### src/rtl/hs_pkg.sv
// Shared handshake definitions used by the master, slave and arbiter blocks.
package hs_pkg;

    localparam int unsigned HS_DATA_W  = 3;
    localparam int unsigned HS_NUM_REQ = 4;

    // Index width for n sources; never narrower than one bit.
    function automatic int unsigned hs_id_w(input int unsigned n);
        return (n < 3) ? 1 : $clog2(n);
    endfunction

    typedef enum logic {HS_EMPTY, HS_FULL} hs_slot_e;

endpackage

### src/rtl/rr_pick.sv
// Combinational rotating-priority picker: first set request at or after base, wrapping.
module rr_pick import hs_pkg::*; #(
    parameter int unsigned NUM_REQ = HS_NUM_REQ,
    parameter int unsigned ID_W    = hs_id_w(NUM_REQ)
) (
    input  logic [NUM_REQ-1:0] req,
    input  logic [ID_W-1:0]    base,
    output logic [NUM_REQ-1:0] gnt,
    output logic [ID_W-1:0]    gnt_id,
    output logic               any
);

    // Upper pass covers base..NUM_REQ-1, lower pass wraps to 0..base-1.
    always_comb begin
        gnt    = '0;
        gnt_id = '0;
        any    = 1'b0;
        for (int unsigned i = 0; i < NUM_REQ; i++) begin
            if (!any && req[i] && (i >= 32'(base))) begin
                any    = 1'b1;
                gnt[i] = 1'b1;
                gnt_id = ID_W'(i);
            end
        end
        for (int unsigned i = 0; i < NUM_REQ; i++) begin
            if (!any && req[i]) begin
                any    = 1'b1;
                gnt[i] = 1'b1;
                gnt_id = ID_W'(i);
            end
        end
    end

endmodule

### src/rtl/hs_rr_arbiter.sv
// Round-robin arbiter sharing one registered valid/ready output slot between NUM_REQ masters.
module hs_rr_arbiter import hs_pkg::*; #(
    parameter int unsigned NUM_REQ = HS_NUM_REQ,
    parameter int unsigned DATA_W  = HS_DATA_W,
    parameter int unsigned ID_W    = hs_id_w(NUM_REQ)
) (
    input  logic                      sys_clk,
    input  logic                      sys_rst,
    input  logic [NUM_REQ-1:0]        req_valid,
    input  logic [NUM_REQ*DATA_W-1:0] req_data,
    output logic [NUM_REQ-1:0]        req_ready,
    output logic                      out_valid,
    output logic [DATA_W-1:0]         out_data,
    output logic [ID_W-1:0]           out_id,
    input  logic                      out_ready
);

    hs_slot_e            state_q, state_d;
    logic [DATA_W-1:0]   out_data_q, out_data_d;
    logic [ID_W-1:0]     out_id_q, out_id_d;
    logic [ID_W-1:0]     ptr_q, ptr_d;

    logic [NUM_REQ-1:0]  pick_gnt;
    logic [ID_W-1:0]     pick_id;
    logic                pick_any;
    logic                load;
    logic [DATA_W-1:0]   sel_data;

    rr_pick #(
        .NUM_REQ (NUM_REQ),
        .ID_W    (ID_W)
    ) u_pick (
        .req    (req_valid),
        .base   (ptr_q),
        .gnt    (pick_gnt),
        .gnt_id (pick_id),
        .any    (pick_any)
    );

    // Reset gates load so no ready pulse escapes during the reset cycle.
    assign load      = pick_any && ((state_q == HS_EMPTY) || out_ready) && !sys_rst;
    assign req_ready = load ? pick_gnt : '0;

    always_comb begin
        sel_data = '0;
        for (int unsigned i = 0; i < NUM_REQ; i++) begin
            if (pick_gnt[i]) begin
                sel_data = sel_data | req_data[i*DATA_W +: DATA_W];
            end
        end
    end

    always_comb begin
        state_d    = state_q;
        out_data_d = out_data_q;
        out_id_d   = out_id_q;
        ptr_d      = ptr_q;
        if (load) begin
            state_d    = HS_FULL;
            out_data_d = sel_data;
            out_id_d   = pick_id;
            ptr_d      = (pick_id == ID_W'(NUM_REQ - 1)) ? '0 : pick_id + ID_W'(1);
        end else if ((state_q == HS_FULL) && out_ready) begin
            state_d = HS_EMPTY;
        end
    end

    always_ff @(posedge sys_clk) begin
        if (sys_rst) begin
            state_q    <= HS_EMPTY;
            out_data_q <= '0;
            out_id_q   <= '0;
            ptr_q      <= '0;
        end else begin
            state_q    <= state_d;
            out_data_q <= out_data_d;
            out_id_q   <= out_id_d;
            ptr_q      <= ptr_d;
        end
    end

    assign out_valid = (state_q == HS_FULL);
    assign out_data  = out_data_q;
    assign out_id    = out_id_q;

endmodule

### config.mk
export PLATFORM = sky130hd
export DESIGN_NAME = hs_rr_arbiter
export DESIGN_NICKNAME = d
export VERILOG_FILES = /design/src/rtl/hs_pkg.sv /design/src/rtl/rr_pick.sv /design/src/rtl/hs_rr_arbiter.sv
export SDC_FILE = /design/constraint.sdc
export NUM_CORES = 1
export LEC_CHECK = 0
export ABC_AREA = 1
export BUFFER_PORTS_ARGS = -buffer_cell sky130_fd_sc_hd__buf_2
export CORE_MARGIN = 1
export CORE_UTILIZATION = 40
export CTS_CLUSTER_DIAMETER = 100
export CTS_CLUSTER_SIZE = 8
export DETAILED_ROUTE_END_ITERATION = 7
export PLACE_DENSITY = 0.67
export SYNTH_ARGS = -nofsm -noshare
export SYNTH_HDL_FRONTEND = slang
export SYNTH_HIERARCHICAL = 1
export SYNTH_SLANG_ARGS = --single-unit
### constraint.sdc
create_clock -name sys_clk -period 3.15 [get_ports sys_clk]
set_input_delay 0.63 -clock sys_clk [delete_from_list [all_inputs] [get_ports sys_clk]]
set_output_delay 0.63 -clock sys_clk [all_outputs]
set_load 0.1 [all_outputs]
; ---- After elaboration in Yosys (flattened, before gate mapping)
; Cells that the tools add are included.
[totals]
input_bits = 19
wordCells = 66
output_inout_bits = 10
register_bits = 8
[classes]
mux = 30
n_lt_le_gt_ge = 3
n_addsub = 1
n_eq_ne = 1
n_reduce_logical = 23
n_bitwise = 4
[op_table]
columns = cell, count
row1 = 1-bit two-way mux, 18
row2 = 2-bit two-way mux, 7
row3 = 1-bit logical AND, 13
row4 = 3-bit two-way mux, 4
row5 = 3-bit OR, 3
row6 = 1-bit zero test, 8
row7 = "1-bit by 2-bit greater-or-equal comparator with 1-bit output, first input constant", 2
row8 = 4-bit two-way mux, 1
row9 = "2-bit by 1-bit adder with 2-bit output, second input constant", 1
row10 = "2-bit == test, second input constant", 1
row11 = "2-bit greater-or-equal comparator, first input constant", 1
row12 = 2-bit nonzero test, 1
row13 = 1-bit logical OR, 1
row14 = 1-bit NOT, 1

; ---- Longest topological paths before layout
; Gate-level depths: netlist of run 1.
[depth]
word_depth = 29
mapped_depth = 12

; ---- Hierarchy
; Netlist of run 1, hierarchy kept.
[by_module_without_submodules]
columns = module, cells_each, area_each_um2, n_inst
row1 = hs_rr_arbiter, 83, 480.5, 1
row2 = rr_pick, 29, 146.4, 1

; ---- Worst setup path before layout of run 1
; Ideal clock, no wire load.
[synth_path]
path_type = input -> output
startpoint = input port req_valid[0]
endpoint = output port req_ready[0]
arrival_ns = 2.543
slack_ns = -0.023
stages = 8
required_ns = 2.520
path_cell_list = nand2_1 > nand2_2 > nor2_4 > nand4_1 > inv_1 > a21oi_2 > nand2_1 > nor2_1
[synth_via]
elab_chain_len = 28
elab_cells_between_ends = 29
[synth_rtl]
columns = item, line_no
row1 = from (decl), hs_rr_arbiter.sv:9  ; input logic [NUM_REQ-1:0] req_valid,
row2 = 1-bit logical AND, rr_pick.sv:19  ; if (!any && req[i] && (i >= 32'(base))) begin
row3 = 1-bit two-way mux, rr_pick.sv:19
row4 = 1-bit zero test, rr_pick.sv:19
row5 = 1-bit logical AND (2 in a row), rr_pick.sv:19
row6 = 1-bit two-way mux, rr_pick.sv:19
row7 = 1-bit zero test, rr_pick.sv:19
row8 = 1-bit logical AND (2 in a row), rr_pick.sv:19
row9 = 1-bit two-way mux, rr_pick.sv:19
row10 = (+10 left out), n/a
row11 = 1-bit logical AND, rr_pick.sv:26  ; if (!any && req[i]) begin
row12 = 1-bit two-way mux (*), rr_pick.sv:26
row13 = 1-bit zero test, rr_pick.sv:26
row14 = 1-bit logical AND, rr_pick.sv:26
row15 = 1-bit two-way mux (*), rr_pick.sv:26
row16 = via pick_any, hs_rr_arbiter.sv:25  ; logic pick_any;
row17 = 1-bit logical AND (*) (2 in a row), hs_rr_arbiter.sv:41  ; assign load = pick_any && ((state_q == HS_EMPTY) || out_ready) && !sys_rst;
row18 = 4-bit two-way mux (*), hs_rr_arbiter.sv:42  ; assign req_ready = load ? pick_gnt : '0;
row19 = to (decl), hs_rr_arbiter.sv:11  ; output logic [NUM_REQ-1:0] req_ready,
; The timed path passes the listed nets; every way through them passes the cells marked *.

; ---- Final worst setup path of run 1
[layout_path]
startpoint = input port req_valid[0]
endpoint = output port req_ready[1]
; Same word-level chain as after synthesis.

==> impl_metrics.json, run 1 <==
{
  "status": "completed",
  "cts_hold_buf": 0,
  "crit_arrival_ns": 2.02,
  "drtIter0Drc": 14,
  "ys.warnings.count": 6,
  "drt_wl_total_mm": 1.27,
  "initial_utilization_pct": 45.3,
  "worstSetupPathType": "primary input to output port",
  "r2r_slack_ns": 1.65,
  "syn_area_um2": 627,
  "grt_max_degree": 12,
  "antenna_left": 0,
  "period_minus_slack_ns": 2.65,
  "insertion_delay_ns": 0.25,
  "cts_num_sinks": 8,
  "synth_cell_types": 16,
  "wire_per_inst_um": 8.08,
  "multi_input_area_um2": 362,
  "r2r_cells": 9,
  "viasPerCell": 4.39,
  "grt.total_usage_pct": 15.8,
  "fp.dieArea_mm2": 0.00173,
  "place_congestion": 0.803,
  "required_ns": 2.52,
  "slew_headroom_pct": 68.0,
  "tritoncts": "yes",
  "antenna_found_initial": 0,
  "grt-ovfl-total": 0,
  "hpwl_mm": 1.06,
  "h-tree-depth": 1,
  "firstDrtPassIters": 5,
  "clk_pin_slew_worst_paths_ns": 0.05,
  "p_leak_nw": 0.505,
  "grt_pass1_wl_mm": 2.15,
  "fp.dieW_um": 41.6,
  "hold_depth": 2,
  "clock_skew_ns": 0.00188,
  "drive_above_1_share_pct": 35.2,
  "ioPinCount": 29,
  "nFillCells": 140,
  "crit_path_start_kind": "primary input",
  "rsz0062_at_grt": "false",
  "post_cts_buffers": 0,
  "grt_pass1_vias": 559,
  "setup_violations": 0,
  "drc": 0,
  "vias": 689,
  "rows": 13,
  "worstMarginPinSlew_ns": 0.484,
  "die_y_um": 41.6,
  "timing.hold.ws_ns": 0.465,
  "syn_inst": 112,
  "synth_nets": 132,
  "drv_slew": 0,
  "syn_area_per_cell_um2": 5.60,
  "power_density_mw_per_mm2": 515,
  "worstPathMaxFanout": 4,
  "instances_no_fill": 157,
  "postPlaceCellArea_um2": 774,
  "hold_violations": 0,
  "cap_violations": 0,
  "placed_cells": 154,
  "cts_buffer_depth": 2,
  "register_area_um2": 160,
  "yosysSeqAreaShare_pct": 25.5,
  "cts_buffers": 3,
  "cts-resized-gates": 0,
  "fin_area_um2": 797,
  "antenna_cells": 0,
  "ir_drop_uv": 266,
  "area_growth_syn_to_layout_pct": 27.1,
  "fin_crit_sh_pct": 84.1,
  "mostFrequentLayoutCells": "nand2_1, buf_2, inv_1",
  "clock.fmax_mhz": 378,
  "final_common_cell": "nand2_1",
  "ys_ff_latch": 8,
  "coreArea_mm2": 0.00138,
  "cp-end-kind": "output port",
  "cts-root-buf": "clkbuf_4",
  "port_buffers": 28,
  "nets": 164,
  "worstHoldPathType": "flop to flop"
}
## registers in the layout, indices dropped and copies added, names as in the netlist
register and cells:
out_id 2, out_valid 1, out_data 3, ptr_q 2
## through the flow
stage,setup WS (ns),utilization [%],TNS [ns],power (mW)
after floorplan,-0.0231,-,-0.0923,0.297
after global routing,0.406,57.6,0,0.439
after detailed placement,0.508,56.0,0,0.334
final,0.502,57.6,0,0.410
after CTS,0.505,57.6,0,0.413
after global placement,0.566,56.0,0,0.333
## cell families after synthesis
kind of cell | count (synthesis) | share of synthesized area (%)
compound gates | 6 | 5.39
fa+ha+maj | 1 | 2.00
buf+inv | 26 | 16.8
flops | 8 | 25.5
simple gates | 71 | 50.3
## synthesized netlist by cell type
library cell,instances,share of area (%)
ha_1,1,2.0
nand2_1,40,24
nand2_2,8,8.0
inv_1,18,11
nand4_1,1,1.0
a21oi_2,1,1.4
nand4_2,1,2.0
nor2_1,16,9.6
nor2_4,1,1.8
nand3_1,3,2.4
dfxtp_1,8,26
o21ai_1,2,1.6
nand3_2,1,1.6
buf_6,1,1.8
a21oi_1,3,2.4
inv_2,7,4.2
## per-layer routing
layer | up-vias | GRT usage, % | share of wire (%)
met5 | - | 0 | 0
met4 | 0 | 7.74 | 1.1
met3 | 2 | 3.91 | 7.5
met2 | 31 | 24.1 | 41
met1 | 270 | 20.8 | 50
li1 | 386 | - | -
## layout make-up
| cell class | instances | share of cell area, % |
|---|---|---|
| well taps | 15 | 2.35 |
| clock buffers | 3 | 2.83 |
| repair buffers | 28 | 17.6 |
| flip-flops and latches | 8 | 20.1 |
| inverters | 25 | 11.8 |
| multi-input cells | 78 | 45.4 |
## critical path: stages
cell and delay [ns]:
buf_2 0.10, nand2_1 0.09, nand2_2 0.11, nor2_4 0.05, nand4_1 0.10, inv_1 0.07, a21oi_2 0.18, nand2_1 0.14
nor2_1 0.11, buf_2 0.43
## report_power, final
part           total [mW]  internal [mW]  switching (mW)
clock network      0.0786         0.0436          0.0350
registers           0.123          0.114         0.00897
logic               0.208         0.0493           0.159
## path summary, 6_finish.rpt
kind | from | endpoint
worst max-delay path | req_valid[0] | req_ready[1]
worst min-delay path | out_id[1] | out_id[1]
worst max register to register | ptr_q[1] | ptr_q[1]
worst min register to register | out_id[1] | out_id[1]
Power figures use the tool's default switching activity.
==> inputs of run 2 (changes only) <==
==> constraint.sdc (replaced) <==
create_clock -name sys_clk -period 2.5 [get_ports sys_clk]
set_input_delay 0.5 -clock sys_clk [delete_from_list [all_inputs] [get_ports sys_clk]]
set_output_delay 0.5 -clock sys_clk [all_outputs]
set_load 0.1 [all_outputs]
==> run 2 against run 1 <==
Against the previous run: first-iteration DRC count decreased by 93%; largest cell class unchanged; largest power group unchanged; clock skew decreased by 0.00067 ns; setup slack got worse by 0.34 ns; clock power increased by 24%; global-route usage increased by 2.4 points; combinational power increased by 35%; register-to-register slack got worse by 0.64 ns; wire length increased by 6.9%; sequential share of layout area decreased by 1.5 points; critical path depth unchanged.
==> impl_metrics.json, run 2 (synthesized netlist as in run 1, its figures left out) <==
{
  "hold_violations": 0,
  "cts_hold_buf": 0,
  "cts_buffer_depth": 2,
  "final_common_cell": "nand2_1",
  "die_y_um": 41.6,
  "nFillCells": 140,
  "status": "completed",
  "place_ws_ns": 0.228,
  "drive_above_1_share_pct": 35.9,
  "post_cts_buffers": 0,
  "cp_top_family": "simple AND/OR/NAND/NOR gates",
  "cap_violations": 0,
  "worstHoldPathType": "primary input to flop",
  "hpwl_mm": 1.20,
  "p_leak_nw": 0.517,
  "worstMarginPinSlew_ns": 0.486,
  "area_growth_syn_to_layout_pct": 37.1,
  "wire_per_inst_um": 8.64,
  "clock.fmax_mhz": 428,
  "power_density_mw_per_mm2": 620,
  "vias": 703,
  "nets": 164,
  "ioPinCount": 29,
  "ir_drop_uv": 294,
  "setup_violations": 0,
  "slew_headroom_pct": 67.8,
  "grt_pass1_vias": 632,
  "clock_skew_ns": 0.00121,
  "coreArea_mm2": 0.00138,
  "antenna_found_initial": 0,
  "slowest_stage": "dfxtp_1",
  "initial_utilization_pct": 45.3,
  "fin_util_pct": 62.2,
  "drv_slew": 0,
  "grt.total_usage_pct": 18.2,
  "fp.dieArea_mm2": 0.00173,
  "cts_buffers": 3,
  "grt-ovfl-total": 0,
  "required_ns": 2.00,
  "r2r_slack_ns": 1.01,
  "worstSetupPathType": "flop to output port",
  "largest_reg_flops": 3,
  "port_buffers": 28,
  "placed_cells": 154,
  "drt_wl_total_mm": 1.36,
  "drc": 0,
  "rows": 13,
  "h-tree-depth": 1,
  "period_minus_slack_ns": 2.34,
  "place_congestion": 0.801,
  "mostFrequentLayoutCells": "nand2_1, buf_2, inv_1",
  "worstPathMaxFanout": 4,
  "antenna_cells": 0,
  "crit_path_start_kind": "flop",
  "cp-end-kind": "output port",
  "grt_pass1_wl_mm": 2.44,
  "p_total_mw": 0.533,
  "clk_pin_slew_worst_paths_ns": 0.05,
  "firstDrtPassIters": 2,
  "antenna_left": 0,
  "max_stage_delay_ns": 0.33,
  "crit_chain": "nor2_1, nand2_1, nand2_2, nor2_4, nand4_1, inv_1, a21oi_2, nand2_1, nor2_1, buf_12",
  "fin_crit_sh_pct": 93.4,
  "rsz0062_at_grt": "true",
  "cts_num_sinks": 8,
  "cts-root-buf": "clkbuf_4",
  "viasPerCell": 4.48,
  "grt_max_degree": 12,
  "cp.buffers_inverters": 2,
  "tritoncts": "yes",
  "crit_arrival_ns": 1.84,
  "drtIter0Drc": 1,
  "fp.dieW_um": 41.6,
  "instances_no_fill": 157,
  "insertion_delay_ns": 0.25,
  "fin_ws_ns": 0.164
}
run 2: cell count changes in the layout (fill, tap and decap cells not counted):
| cell | change |
|---|---|
| buf_12 | +4 |
| buf_2 | -4 |
| nor2_1 | -1 |
| nor2_2 | +1 |
run 2: what timing repair did:
item | CTS | global route
hold endpoints to repair | 0 | 0
endpoints found under the setup margin | 0 | 4
gates resized for setup | 0 | 1
run 2: final timing paths:
path | startpoint | end | cells past startpoint
setup / recovery | ptr_q[1] | req_ready[1] | 10
setup reg to reg | ptr_q[1] | ptr_q[1] | 9
hold / removal | sys_rst | out_id[0] | 2
hold reg to reg | out_id[0] | out_id[0] | 2
run 2: through the flow:
stage / TNS [ns] / hold WS, ns / instance area (um2)
2_1_floorplan: -1.65 / 0.478 / 627
3_3_place_gp: 0 / 0.458 / 835
3_5_place_dp: 0 / 0.460 / 835
4_1_cts: 0 / 0.451 / 857
5_1_grt: -0.0925 / 0.443 / 860
6_report: 0 / 0.459 / 860
run 2: cell type report:
class | instances | area, um2 | share of cell area (%)
Tap cell | 15 | 18.8 | 2.18
Multi-Input combinational cell | 78 | 364 | 42.4
Clock buffer | 3 | 22.5 | 2.62
Timing Repair Buffer | 28 | 200 | 23.3
Inverter | 25 | 93.8 | 10.9
Sequential cell | 8 | 160 | 18.6
run 2: worst reg2reg max path: cells and delay by family, from the launching register on:
kind / cells / cell delay (ns)
flip-flops: 1 / 0.38
adder cells (fa/ha/maj): 1 / 0.25
AND/OR/NAND/NOR: 8 / 0.76
run 2: layer usage:
metal	vias up	track usage, %	part of all wire [%]
met2	26	30.9	48
met1	291	21.5	45
met4	0	3.87	0
met5	-	0	0
met3	0	7.39	6.5
li1	386	-	-
run 2: where the power goes:
part	total, mW	switching (mW)	internal [mW]	leakage, nW
sequential	0.155	0.0111	0.144	0.0665
combinational	0.281	0.205	0.0760	0.436
clock	0.0971	0.0423	0.0548	0.0138
==> inputs of run 3 (changes only) <==
--- a/config.mk
+++ b/config.mk
@@ -5,14 +5,14 @@
 export SDC_FILE = /design/constraint.sdc
 export NUM_CORES = 1
 export LEC_CHECK = 0
-export ABC_AREA = 1
+export ABC_AREA = 0
 export BUFFER_PORTS_ARGS = -buffer_cell sky130_fd_sc_hd__buf_2
 export CORE_MARGIN = 1
-export CORE_UTILIZATION = 40
+export CORE_UTILIZATION = 45
 export CTS_CLUSTER_DIAMETER = 100
 export CTS_CLUSTER_SIZE = 8
 export DETAILED_ROUTE_END_ITERATION = 7
-export PLACE_DENSITY = 0.67
+export PLACE_DENSITY = 0.75
 export SYNTH_ARGS = -nofsm -noshare
 export SYNTH_HDL_FRONTEND = slang
 export SYNTH_HIERARCHICAL = 1
==> constraint.sdc (replaced) <==
create_clock -name sys_clk -period 3 [get_ports sys_clk]
set_input_delay 0.6 -clock sys_clk [delete_from_list [all_inputs] [get_ports sys_clk]]
set_output_delay 0.6 -clock sys_clk [all_outputs]
set_load 0.1 [all_outputs]
==> run 3 against run 2 <==
Against the previous run: total power decreased by 24%; cell count fell by 25%; sequential share of layout area grew 2.4 points; worst hold slack better by 0.017 ns; highest routed layer is now met4; global-route usage grew 4.5 points; via count down 2.6%; combinational power decreased by 33%; synthesized cell count shrank 29%; non-clock buffer count stayed put; clock power fell by 13%; utilization down 3.6 points; critical endpoint is now req_ready[0].
==> impl_metrics.json, run 3 <==
{
  "synth_top_family_by_area": "compound AO/OA/AOI/OAI gates",
  "clock_skew_ns": 0.00616,
  "clock.fmax_mhz": 392,
  "crit_arrival_ns": 1.95,
  "placed_cells": 114,
  "initial_utilization_pct": 47.9,
  "regToRegStartpoint": "ptr_q[1]",
  "antenna_found_initial": 0,
  "viasPerCell": 5.85,
  "grt_pass1_vias": 511,
  "antenna_cells": 0,
  "ys.warnings.count": 6,
  "crit_path_start_kind": "primary input",
  "drv_slew": 0,
  "slowest_stage": "buf_2",
  "p_leak_nw": 0.345,
  "grt_pass1_wl_mm": 2.26,
  "cts_buffer_depth": 2,
  "ioPinCount": 29,
  "place_congestion": 0.827,
  "worstHoldPathType": "flop to flop",
  "synth_cell_types": 33,
  "fin_crit_sh_pct": 85.1,
  "slew_headroom_pct": 67.8,
  "cts-root-buf": "clkbuf_4",
  "cts_hold_buf": 0,
  "synthArstFlopShare_pct": 0,
  "hpwl_mm": 1.08,
  "syn_area_per_cell_um2": 7.89,
  "worstMarginPinSlew_ns": 0.487,
  "port_buffers": 28,
  "coreArea_mm2": 0.00130,
  "drc": 0,
  "synth_nets": 99,
  "yosysSeqAreaShare_pct": 25.7,
  "tritoncts": "yes",
  "h-tree-depth": 1,
  "drt_wl_total_mm": 1.56,
  "power_density_mw_per_mm2": 535,
  "setup_violations": 0,
  "worstSetupPathType": "primary input to output port",
  "hold_violations": 0,
  "max_stage_delay_ns": 0.44,
  "cts-resized-gates": 0,
  "rows": 13,
  "vias": 685,
  "largest_reg_flops": 3,
  "cts_buffers": 3,
  "fp.dieArea_mm2": 0.00154,
  "clk_pin_slew_worst_paths_ns": 0.06,
  "cts_num_sinks": 8,
  "cap_violations": 0,
  "p_total_mw": 0.407,
  "netlist_top_cells_count": "a21oi_1, dfxtp_1, a22oi_1, o21ai_0",
  "ir_drop_uv": 242,
  "post_cts_buffers": 0,
  "crit_chain": "buf_2, nor2_1, nand2_1, nand2_1, nor3b_2, buf_2",
  "synth_fa_ha_area_share_pct": 2.01,
  "final_common_cell": "buf_2",
  "syn_inst": 79,
  "mostFrequentLayoutCells": "buf_2, a21oi_1, dfxtp_1",
  "synth_compound_area_share_pct": 38.0,
  "synth.area.top_cells": "dfxtp_1, a21oi_1, a22oi_1",
  "syn_area_um2": 623,
  "grt.total_usage_pct": 22.7,
  "insertion_delay_ns": 0.26,
  "synth_edf_count": 0,
  "status": "completed",
  "wire_per_inst_um": 13.3,
  "cp-end-kind": "output port",
  "fp.dieW_um": 39.2,
  "r2r_end": "ptr_q[0]",
  "fin_ws_ns": 0.448,
  "synthMuxAreaShare_pct": 1.61,
  "area_growth_syn_to_layout_pct": 22.3,
  "instances_no_fill": 117,
  "setup.worst_path.end": "req_ready[0]",
  "r2r_cells": 6,
  "rsz0062_at_grt": "false",
  "synth_area_leader_cell": "dfxtp_1",
  "ys.flop_type": "dfxtp_1",
  "synth_simple_gate_area_share_pct": 21.5,
  "nets": 124,
  "synth_xor_area_share_pct": 0,
  "die_y_um": 39.2,
  "required_ns": 2.40,
  "r2r_slack_ns": 1.05,
  "synth_most_common_cell": "a21oi_1",
  "synth_top_area_share_pct": 25.7,
  "place_ws_ns": 0.465,
  "antenna_left": 0,
  "drive_above_1_share_pct": 37.3,
  "grt-ovfl-total": 0,
  "period_minus_slack_ns": 2.55,
  "crit_path_start": "req_valid[3]",
  "grt_max_degree": 13,
  "nFillCells": 139,
  "worstPathMaxFanout": 9,
  "ys_ff_latch": 8,
  "drtIter0Drc": 20,
  "firstDrtPassIters": 4
}
-- run 3: area by class of cell --
class / instances / area (um2) / share of cell area, %
clock buffer: 3 / 22.5 / 2.96
inverter: 2 / 7.51 / 0.985
multi-input combinational: 61 / 413 / 54.2
sequential: 8 / 160 / 21.0
tap: 15 / 18.8 / 2.46
timing repair buffer: 28 / 140 / 18.4
-- run 3: worst min path at each step --
stage | start | slack, ns | cells after the start | end
after CTS | out_id[1] | 0.48 | 2 | out_id[1]
after detailed placement | out_id[1] | 0.47 | 2 | out_id[1]
final | out_id[0] | 0.48 | 2 | out_id[0]
after floorplan | ptr_q[0] | 0.46 | 2 | ptr_q[0]
after global placement | out_id[0] | 0.46 | 2 | out_id[0]
after global routing | out_id[0] | 0.50 | 2 | out_id[0]
-- run 3: logic make-up (layout without fill, tap and decap cells) --
group                      Yosys count  in the layout
buffers and inverters               10             33
muxes                                1              1
and+or+nand+nor                     24             24
AOI/OAI and AO/OA                   35             35
adders and majority gates            1              1
DFF                                  8              8
-- run 3: worst max-delay path, delay by kind of cell --
| kind | cells | cell delay, ns |
|---|---|---|
| simple gates | 4 | 0.75 |
| buf+inv | 2 | 0.60 |
-- run 3: through the flow --
stage	hold slack (ns)	TNS, ns	area, um2	utilization, %
after floorplan	0.463	-0.0155	643	-
after global placement	0.463	0	739	56.8
after detailed placement	0.471	0	739	56.8
after CTS	0.480	0	762	58.6
after global routing	0.501	0	762	58.6
final	0.476	0	762	58.6
-- run 3: power breakdown --
group | leakage (nW) | internal [mW] | total, mW | switching, mW
registers | 0.0664 | 0.119 | 0.134 | 0.0152
logic | 0.265 | 0.0546 | 0.189 | 0.135
clock network | 0.0138 | 0.0459 | 0.0844 | 0.0385
-- run 3: per-layer routing --
metal  share of wire (%)  global-route usage [%]  up-vias
li1                    -                       -      346
met1                  44                    23.7      310
met2                  50                    40.8       27
met3                 4.3                    8.67        2
met4                 1.2                    7.76        0
met5                   0                       0        -
